**src/rtl/cpu_pkg.sv**
```systemverilog
// ----------------------------------------------------------------------------
// cpu_pkg
// Shared definitions for the 16-bit accumulator CPU control path.
//   - instruction opcodes (ir[15:12])
//   - ALU operation codes driven on alu_opcode
//   - sequencer state encoding
//   - datapath mux select encodings (pc_sel, mar_sel, mbr_sel, acc_sel)
//   - SKIPCOND condition field encodings (ir[11:10])
// ----------------------------------------------------------------------------
package cpu_pkg;

    // Instruction opcodes
    localparam logic [3:0] OP_LOAD     = 4'h1;
    localparam logic [3:0] OP_STORE    = 4'h2;
    localparam logic [3:0] OP_ADD      = 4'h3;
    localparam logic [3:0] OP_SUBT     = 4'h4;
    localparam logic [3:0] OP_HALT     = 4'h7;
    localparam logic [3:0] OP_SKIPCOND = 4'h8;
    localparam logic [3:0] OP_JUMP     = 4'h9;
    localparam logic [3:0] OP_CLEAR    = 4'hA;

    // ALU operations: operand1 = ACC, operand2 = MBR
    localparam logic [3:0] ALU_ADD = 4'b0000;
    localparam logic [3:0] ALU_SUB = 4'b0001;

    // Datapath mux selects
    localparam logic       PC_SEL_INC      = 1'b0;
    localparam logic       PC_SEL_OPERAND  = 1'b1;
    localparam logic       MAR_SEL_PC      = 1'b0;
    localparam logic       MAR_SEL_OPERAND = 1'b1;
    localparam logic       MBR_SEL_MEM     = 1'b0;
    localparam logic       MBR_SEL_ACC     = 1'b1;
    localparam logic [1:0] ACC_SEL_ALU     = 2'd0;
    localparam logic [1:0] ACC_SEL_MBR     = 2'd1;
    localparam logic [1:0] ACC_SEL_ZERO    = 2'd2;

    // SKIPCOND condition field
    localparam logic [1:0] SKIP_NEG   = 2'b00;
    localparam logic [1:0] SKIP_ZERO  = 2'b01;
    localparam logic [1:0] SKIP_POS   = 2'b10;
    localparam logic [1:0] SKIP_NEVER = 2'b11;

    // Sequencer states
    typedef enum logic [3:0] {
        ST_IDLE     = 4'd0,
        ST_F_ADDR   = 4'd1,
        ST_F_READ   = 4'd2,
        ST_F_IR     = 4'd3,
        ST_DECODE   = 4'd4,
        ST_EX_READ  = 4'd5,
        ST_EX_MBR   = 4'd6,
        ST_EX_ACC   = 4'd7,
        ST_EX_WRITE = 4'd8,
        ST_HALT     = 4'd9
    } seq_state_t;

    // Instructions that fetch an operand from memory into MBR and then
    // update ACC share the same EX_READ/EX_MBR/EX_ACC path.
    function automatic logic op_reads_operand(input logic [3:0] op);
        return (op == OP_LOAD) || (op == OP_ADD) || (op == OP_SUBT);
    endfunction

endpackage

```
**src/rtl/cpu_control_sequencer_skip_cond_eval.sv**
```systemverilog
// ----------------------------------------------------------------------------
// skip_cond_eval
// Combinational evaluation of the SKIPCOND test against the accumulator.
// Ports:
//   cond      in   2  condition field ir[11:10]
//   acc       in  16  accumulator, two's-complement
//   take_skip out  1  high when the selected condition holds
// ----------------------------------------------------------------------------
module skip_cond_eval
    import cpu_pkg::*;
(
    input  logic [1:0]  cond,
    input  logic [15:0] acc,
    output logic        take_skip
);

    logic acc_neg;
    logic acc_zero;

    assign acc_neg  = acc[15];
    assign acc_zero = (acc == 16'h0000);

    // Positive means strictly greater than zero: not negative and not zero.
    always_comb begin
        take_skip = 1'b0;
        case (cond)
            SKIP_NEG:   take_skip = acc_neg;
            SKIP_ZERO:  take_skip = acc_zero;
            SKIP_POS:   take_skip = !acc_neg && !acc_zero;
            SKIP_NEVER: take_skip = 1'b0;
            default:    take_skip = 1'b0;
        endcase
    end

endmodule

```
**src/rtl/cpu_control_sequencer.sv**
```systemverilog
// ----------------------------------------------------------------------------
// cpu_control_sequencer
// Moore-style fetch/decode/execute sequencer for the accumulator CPU.
// Ports:
//   clock          in        system clock, all state changes on posedge
//   reset_n        in        asynchronous active-low reset
//   start          in        one-cycle pulse, leaves IDLE or HALT
//   ir             in   16   current IR contents, opcode [15:12]
//   acc            in   16   current ACC contents
//   pc_we/pc_sel   out       PC load, 0 = PC+1, 1 = IR operand
//   mar_we/mar_sel out       MAR load, 0 = PC, 1 = IR operand
//   mbr_we/mbr_sel out       MBR load, 0 = memory data_out, 1 = ACC
//   ir_we          out       IR load from memory data_out
//   acc_we/acc_sel out       ACC load, 0 = ALU, 1 = MBR, 2 = zero
//   alu_opcode     out   4   ALU operation (ACC op MBR)
//   mem_we         out       memory write of MBR at MAR
//   halted         out       high in HALT
//   illegal        out       sticky undefined-opcode flag
//   instr_retired  out CNT_W retired-instruction count (wraps)
// ----------------------------------------------------------------------------
module cpu_control_sequencer
    import cpu_pkg::*;
#(
    parameter int ADDR_W = 12,
    parameter int CNT_W  = 16
)
(
    input  logic             clock,
    input  logic             reset_n,
    input  logic             start,
    input  logic [15:0]      ir,
    input  logic [15:0]      acc,
    output logic             pc_we,
    output logic             pc_sel,
    output logic             mar_we,
    output logic             mar_sel,
    output logic             mbr_we,
    output logic             mbr_sel,
    output logic             ir_we,
    output logic             acc_we,
    output logic [1:0]       acc_sel,
    output logic [3:0]       alu_opcode,
    output logic             mem_we,
    output logic             halted,
    output logic             illegal,
    output logic [CNT_W-1:0] instr_retired
);

    seq_state_t state;
    seq_state_t next_state;

    logic [3:0] opcode;
    logic [1:0] skip_cond;
    logic       take_skip;
    logic       unused_operand_bits;

    // Opcode captured in DECODE; EX_ACC must pick its ALU/mux setting from
    // it because outputs outside DECODE depend only on state.
    logic [3:0] exec_op;

    logic retire;
    logic set_illegal;
    logic clear_illegal;

    assign opcode              = ir[15:12];
    assign skip_cond           = ir[ADDR_W-1 -: 2];
    assign unused_operand_bits = ^ir[ADDR_W-3:0];

    skip_cond_eval u_skip_cond_eval (
        .cond      (skip_cond),
        .acc       (acc),
        .take_skip (take_skip)
    );

    // State register and the opcode latched for the execute phase.
    always_ff @(posedge clock or negedge reset_n) begin
        if (!reset_n) begin
            state   <= ST_IDLE;
            exec_op <= 4'h0;
        end else begin
            state <= next_state;
            if (state == ST_DECODE) begin
                exec_op <= opcode;
            end
        end
    end

    // Sticky illegal flag, cleared only by restarting from HALT.
    always_ff @(posedge clock or negedge reset_n) begin
        if (!reset_n) begin
            illegal <= 1'b0;
        end else if (set_illegal) begin
            illegal <= 1'b1;
        end else if (clear_illegal) begin
            illegal <= 1'b0;
        end
    end

    // Retired-instruction counter; wraps silently.
    always_ff @(posedge clock or negedge reset_n) begin
        if (!reset_n) begin
            instr_retired <= '0;
        end else if (retire) begin
            instr_retired <= instr_retired + CNT_W'(1);
        end
    end

    // Next-state and output decode. Everything defaults to inactive so each
    // state only lists what it asserts.
    always_comb begin
        next_state    = state;
        pc_we         = 1'b0;
        pc_sel        = PC_SEL_INC;
        mar_we        = 1'b0;
        mar_sel       = MAR_SEL_PC;
        mbr_we        = 1'b0;
        mbr_sel       = MBR_SEL_MEM;
        ir_we         = 1'b0;
        acc_we        = 1'b0;
        acc_sel       = ACC_SEL_ALU;
        alu_opcode    = ALU_ADD;
        mem_we        = 1'b0;
        halted        = 1'b0;
        retire        = 1'b0;
        set_illegal   = 1'b0;
        clear_illegal = 1'b0;

        case (state)
            ST_IDLE: begin
                if (start) begin
                    next_state = ST_F_ADDR;
                end
            end

            ST_F_ADDR: begin
                mar_we     = 1'b1;
                mar_sel    = MAR_SEL_PC;
                next_state = ST_F_READ;
            end

            // Memory registers its read data on this edge.
            ST_F_READ: begin
                next_state = ST_F_IR;
            end

            ST_F_IR: begin
                ir_we      = 1'b1;
                pc_we      = 1'b1;
                pc_sel     = PC_SEL_INC;
                next_state = ST_DECODE;
            end

            ST_DECODE: begin
                if (op_reads_operand(opcode)) begin
                    mar_we     = 1'b1;
                    mar_sel    = MAR_SEL_OPERAND;
                    next_state = ST_EX_READ;
                end else begin
                    case (opcode)
                        OP_STORE: begin
                            mar_we     = 1'b1;
                            mar_sel    = MAR_SEL_OPERAND;
                            mbr_we     = 1'b1;
                            mbr_sel    = MBR_SEL_ACC;
                            next_state = ST_EX_WRITE;
                        end
                        // PC already points past the SKIPCOND, so a second
                        // increment skips exactly one instruction.
                        OP_SKIPCOND: begin
                            pc_we      = take_skip;
                            pc_sel     = PC_SEL_INC;
                            retire     = 1'b1;
                            next_state = ST_F_ADDR;
                        end
                        OP_JUMP: begin
                            pc_we      = 1'b1;
                            pc_sel     = PC_SEL_OPERAND;
                            retire     = 1'b1;
                            next_state = ST_F_ADDR;
                        end
                        OP_CLEAR: begin
                            acc_we     = 1'b1;
                            acc_sel    = ACC_SEL_ZERO;
                            retire     = 1'b1;
                            next_state = ST_F_ADDR;
                        end
                        OP_HALT: begin
                            retire     = 1'b1;
                            next_state = ST_HALT;
                        end
                        // Undefined opcode: stop without counting it.
                        default: begin
                            set_illegal = 1'b1;
                            next_state  = ST_HALT;
                        end
                    endcase
                end
            end

            ST_EX_READ: begin
                next_state = ST_EX_MBR;
            end

            ST_EX_MBR: begin
                mbr_we     = 1'b1;
                mbr_sel    = MBR_SEL_MEM;
                next_state = ST_EX_ACC;
            end

            ST_EX_ACC: begin
                acc_we = 1'b1;
                retire = 1'b1;
                case (exec_op)
                    OP_LOAD: begin
                        acc_sel = ACC_SEL_MBR;
                    end
                    OP_SUBT: begin
                        acc_sel    = ACC_SEL_ALU;
                        alu_opcode = ALU_SUB;
                    end
                    default: begin
                        acc_sel    = ACC_SEL_ALU;
                        alu_opcode = ALU_ADD;
                    end
                endcase
                next_state = ST_F_ADDR;
            end

            ST_EX_WRITE: begin
                mem_we     = 1'b1;
                retire     = 1'b1;
                next_state = ST_F_ADDR;
            end

            // Restart resumes at the current PC.
            ST_HALT: begin
                halted = 1'b1;
                if (start) begin
                    clear_illegal = 1'b1;
                    next_state    = ST_F_ADDR;
                end
            end

            default: begin
                next_state = ST_IDLE;
            end
        endcase
    end

endmodule

```
**config.mk**
```make
export PLATFORM = sky130hd
export DESIGN_NAME = cpu_control_sequencer
export DESIGN_NICKNAME = d
export VERILOG_FILES = /design/src/rtl/cpu_pkg.sv /design/src/rtl/cpu_control_sequencer_skip_cond_eval.sv /design/src/rtl/cpu_control_sequencer.sv
export SDC_FILE = /design/constraint.sdc
export NUM_CORES = 1
export LEC_CHECK = 0
export ABC_CLOCK_PERIOD_IN_PS = 4900
export CAP_MARGIN = 30
export CORE_ASPECT_RATIO = 1.75
export CORE_MARGIN = 5
export CORE_UTILIZATION = 40
export DETAILED_ROUTE_END_ITERATION = 7
export GPL_TIMING_DRIVEN = 1
export PLACE_DENSITY = 0.84
export SETUP_SLACK_MARGIN = 0.4
export SYNTH_ARGS = -nofsm -noshare
export SYNTH_HDL_FRONTEND = slang
export SYNTH_SLANG_ARGS = --single-unit
```
**constraint.sdc**
```tcl
create_clock -name clock -period 4.9 [get_ports clock]
set_input_delay 1.47 -clock clock [delete_from_list [all_inputs] [get_ports clock]]
set_output_delay 1.47 -clock clock [all_outputs]
set_load 0.03 [all_outputs]
```
; ---- Word-level counts from Yosys, hierarchy flattened
; Index checks and enable logic that the tools add are counted.
[word_totals]
regBits = 25
latchBits = 0
mem_bits_rw = 0
romBits = 0
inputBits = 35
out_inout_bits = 33
elab_cells = 82
mem_count = 0
[op_classes]
n_addsub = 1
multipliers = 0
n_div = 0
magnitude_cmp = 0
eq_ne = 23
n_shift = 0
n_mux = 40
bitwise = 0
reduce_logical = 14
[op_table]
columns = cell, n
row1 = 4-bit one-hot mux with 8 select lines, 1
row2 = "4-bit by 3-bit equality test with 1-bit output, second input constant", 7
row3 = 1-bit two-way mux, 26
row4 = "4-bit equality test, second input constant", 5
row5 = "16-bit by 1-bit adder with 16-bit output, second input constant", 1
row6 = "4-bit by 2-bit equality test with 1-bit output, second input constant", 4
row7 = 16-bit logical NOT, 1
row8 = "4-bit by 1-bit equality test with 1-bit output, second input constant", 3
row9 = 1-bit one-hot mux with 2 select lines, 6
row10 = 4-bit two-way mux, 2
row11 = 4-bit one-hot mux with 2 select lines, 1
row12 = 5-bit OR reduction, 1
row13 = "2-bit equality test, second input constant", 2
row14 = 4-bit logical NOT, 1
row15 = 2-bit two-way mux, 2
row16 = 1-bit one-hot mux with 4 select lines, 1
row17 = 2-bit one-hot mux with 2 select lines, 1
row18 = 2-bit OR reduction, 2
row19 = 4-bit OR reduction, 1
row20 = 3-bit OR reduction, 1
row21 = "2-bit by 1-bit equality test with 1-bit output, second input constant", 1
row22 = 1-bit logical NOT, 2
row23 = 2-bit logical NOT, 1
row24 = 1-bit logical OR, 2
row25 = other kinds (3), 3

; ---- Logic depth before layout (Yosys ltp)
[logic_depth]
word_depth = 7
ltp_mapped = 7
mapped_depth_nobuf = 6

; ---- Hierarchy
; Synthesis repeated with hierarchy kept, for this count alone.
[unflattened]
cells_unflattened = 165
hier_area_um2 = 1672.9
[modules_own_cells]
columns = module, n_inst, cells_per_inst, area_each_um2
row1 = cpu_control_sequencer, 1, 155, 1590.3
row2 = skip_cond_eval, 1, 10, 82.6

; ---- Worst setup path before layout
; No wires, ideal clock.
[synth_path]
path_kind = input port to output port
start = in ir[13]
end = out mbr_we
t_arrival_ns = 3.284
t_required_ns = 3.430
slack_ns = 0.146
stages = 4
n_path_buf = 1
cell_sequence = clkbuf_1 or3b_2 nor3_1 a41o_1
[synth_between]
elab_chain_len = 5
elab_cells_between_ends = 9
cone_classes = eq/ne: 4 / mux: 3 / reduce/logical: 2
[synth_rtl]
columns = item, line_no
row1 = from (decl), cpu_control_sequencer.sv:31  ; input logic [15:0] ir,
row2 = 4-bit by 1-bit equality test with 1-bit output or 4-bit by 2-bit equality test with 1-bit output (tied branches), cpu_pkg.sv:60  ; return (op == OP_LOAD) || (op == OP_ADD) || (op == OP_SUBT);
row3 = 1-bit logical OR (2 in a row), cpu_pkg.sv:60
row4 = 1-bit two-way mux (*), cpu_control_sequencer.sv:154  ; if (op_reads_operand(opcode)) begin
row5 = 1-bit one-hot mux with 2 select lines (*), cpu_control_sequencer.sv:128  ; case (state)
row6 = to (decl), cpu_control_sequencer.sv:37  ; output logic mbr_we,
; Mark *: on every way between the ends. The rest lies on a longest branch, timed or not.

; ---- Final worst setup path
[layout_path]
start = in ir[15]
end = out pc_we
[layout_between]
elab_chain_len = 5
elab_cells_between_ends = 10
cone_classes = eq/ne: 5 / mux: 3 / reduce/logical: 2
[layout_rtl]
columns = item, line_no
row1 = "parallel branches: the longest is 3 deep, another holds 4-bit equality test", --
row2 = 1-bit two-way mux (*), cpu_control_sequencer.sv:154
row3 = 1-bit one-hot mux with 2 select lines (*), cpu_control_sequencer.sv:128
row4 = to (decl), cpu_control_sequencer.sv:33  ; output logic pc_we,
; Every way passes the cells marked *.

==> key figures <==
Synthesis
  • Predominant post-synthesis flop cell: dfrtp_1
  • Cell types occupying the most area after synthesis: dfrtp_1 42%, xor2_1 7.6%, nand2_1 5.2%
  • Sequential-to-total area share from yosys stat: 41.6%
  • Yosys warns: 0
  • Post-synthesis cell count: 166
  • Avg Cell Area, Syn: 9.05 um^2
  • Largest area contributor in the synthesized netlist: dfrtp_1
  • Area share of the largest cell type after synthesis: 41.6%
  • Post-synth ARST share: 100%
  • Combined area of all synthesized cells: 1500 um^2
  • EDFF count, synth: 0
  • Number of register bits inferred by synthesis: 25
  • Count of unique library cells instantiated by Yosys: a little over 40

Worst setup path
  • Type of element capturing the critical path: output port
  • Worst Path Required: 3430 ps
  • Max Fanout on Critical Path: 5
  • CP startpoint kind: primary input
  • Critical path type: primary input to output port
  • Arrival time at the worst endpoint: 3040 ps

Flow run
  • Max-cap check violation count: 0

Clocking
  • Clock Tree Buf Depth: 2
  • Total CTS buffers: 3
  • Latest clock arrival within the worst-skew pair: 260 ps
  • CTS tree: yes
  • Clock transition at path regs: 80 ps
  • Clock tree root buffer cell: clkbuf_8
  • Clock sinks: 25
  • H-tree levels: 1

GRT
  • Overall track demand over capacity in global routing: 14.5%
  • Antenna violations before repair: 0
  • Residual overflow from global routing: 0
  • Vias in the first global route: 1407
  • Wire length of the first global-routing pass: ~6000 um
  • Maximum number of pins on one net before global-route repair: 20

Finish
  • Fraction of final layout cells sized beyond drive strength 1: 13.6%
  • Count of fill cells added during filler insertion: between 300 and 400
  • Most common cell after layout, fill and taps aside: clkdlybuf4s50_1
  • Area growth from synthesis to layout: 45.0%
  • Total area of multi-input combinational cells: 836 um^2
  • Seq. cell area: between 600 and 700 um^2
  • Leading cell types in the layout, fill and taps excluded: 43 x clkdlybuf4s50_1, 25 x dfrtp_1, 21 x nand2_1
  • Total number of nets in the final design: 257
  • Inserted Diodes: 0

Timing
  • Minimum period implied by the final worst setup slack: 4510 ps
  • Final worst-path cycle share: 92.0%
  • Number of endpoints with negative hold slack in the final report: 0
  • Fmax: 222 MHz
  • Final number of max-transition violations: 0
  • Setup violations, final: 0
  • Remaining max-slew budget at the tightest pin: slightly below 60%
  • Measured slew at the worst slew-check pin: 611 ps
  • Sum of negative setup slack: 0 ps
  • Worst setup margin: between 300 and 400 ps
  • RSZ-0062 raised after global routing: yes
  • Clock Skew: 4.22 ps

Floorplan
  • Floorplan die height: 91.1 um
  • Die width: 56.3 um
  • Number of core rows: 29
  • Area of the die: between 5000 and 6000 um^2
  • I/O pin count: roughly 70
  • Starting utilization of the core area: roughly 41%
  • Area of the placeable core: between 3000 and 4000 um^2

Routing
  • Number of antenna-violating nets in the routed design: 0
  • TritonRoute pass-1 iters: 4
  • Post-detailed-route via-to-cell ratio: 5.30
  • Count of unresolved DRC violations after routing: 0
  • WL per Instance: 14.0 um
  • Initial drt markers: 16
  • Detailed-route via count: 1409
  • Routed wire length: between 3000 and 4000 um

Place
  • Hpwl dp: 2970 um
  • Setup Slack @ Placement: 231 ps
  • Quantity of I/O buffers inserted on ports: 54
  • Routability congestion estimate: 0.833

Outcome
  • Run status: completed

Pwr
  • Total power consumption of the routed design: 820 uW
  • Pwr dens: 377 nW/um^2
  • Leak: a little under 1 nW
  • Maximum ir drop on the vdd rail: 0.000202 V

Min path
  • Hold WC Path Type: flop to flop
-- repair_timing --
action,in CTS,in global routing
gates resized for setup,4,8
cloned,0,0
setup endpoints to repair,6,3
setup buffers,0,1
hold buffers,0,0
pin swaps,0,1
-- report_power, final --
group | switching, mW | internal (mW)
Sequential | 0.0801 | 0.256
Clock | 0.0598 | 0.0581
Combinational | 0.204 | 0.162
-- flip-flops by register name (all words and copies together) (netlist names) --
signal	flops
exec_op	4
instr_retired	16
state	4
illegal	1
-- metrics by stage --
| step | util [%] | area [um^2] | std cells | hold WS, ps |
|---|---|---|---|---|
| after floorplan | - | 1520 | 168 | 440 |
| after global placement | 56.9 | 2060 | 260 | 454 |
| after detailed placement | 57.7 | 2090 | 261 | 468 |
| after CTS | 58.9 | 2140 | 265 | 484 |
| after global routing | 60.0 | 2180 | 266 | 496 |
| final | 60.0 | 2180 | 266 | 477 |
-- critical path, cell delays in order --
cell,delay [ps]
clkdlybuf4s50_1,490
nand2_2,90
or4b_4,540
a221oi_2,160
or3_1,130
buf_4,150
-- synth_stat cells (all sizes together), types with 2 or more instances --
| master | count |
|---|---|
| nand4 | 3 |
| nor4 | 6 |
| a21oi | 8 |
| nand2 | 22 |
| nor2 | 12 |
| nor3b | 2 |
| or4b | 3 |
| nor4b | 3 |
| xor2 | 13 |
| nand3 | 6 |
| dfrtp | 25 |
| buf | 7 |
| clkbuf | 5 |
| or3 | 2 |
| o21ai | 6 |
| nand2b | 6 |
| nor3 | 9 |
| xnor2 | 5 |
| inv | 6 |
-- final timing paths --
check                                  start           endpoint  slack (ps)  depth (start not counted)
max                                   ir[15]              pc_we         390                          6
min                        instr_retired[15]  instr_retired[15]         480                          1
max reg2reg                         state[1]  instr_retired[15]        2730                          5
min reg2reg                instr_retired[15]  instr_retired[15]         480                          1
max in group asynchronous            reset_n            illegal        2950                          2
min in group asynchronous            reset_n   instr_retired[1]        1510                          1
-- kinds of logic after synthesis --
family          after synthesis  share of synthesized area (%)
compound gates               23                           9.91
xor+xnor                     18                           10.5
fa+ha+maj                     1                          0.833
buf+inv                      18                           5.75
flops                        25                           41.6
mux                           2                           1.42
other cells                   1                          0.250
simple gates                 78                           29.7
-- layout make-up --
| class | instances | share of cell area, % |
|---|---|---|
| well taps | 46 | 2.64 |
| repair buffers | 60 | 27.2 |
| clock buffers | 4 | 2.07 |
| inverters | 6 | 1.03 |
| multi-input cells | 125 | 38.4 |
| flip-flops and latches | 25 | 28.7 |
-- per-layer routing --
layer  track usage [%]  wire length [um]  vias to the layer above
met4              5.94                65                        0
met2              27.1              1920                       54
li1                  -                 -                      683
met1              15.4              1450                      666
met3              2.70               273                        6
met5                 0                 0                        -
Power figures use the tool's default switching activity.
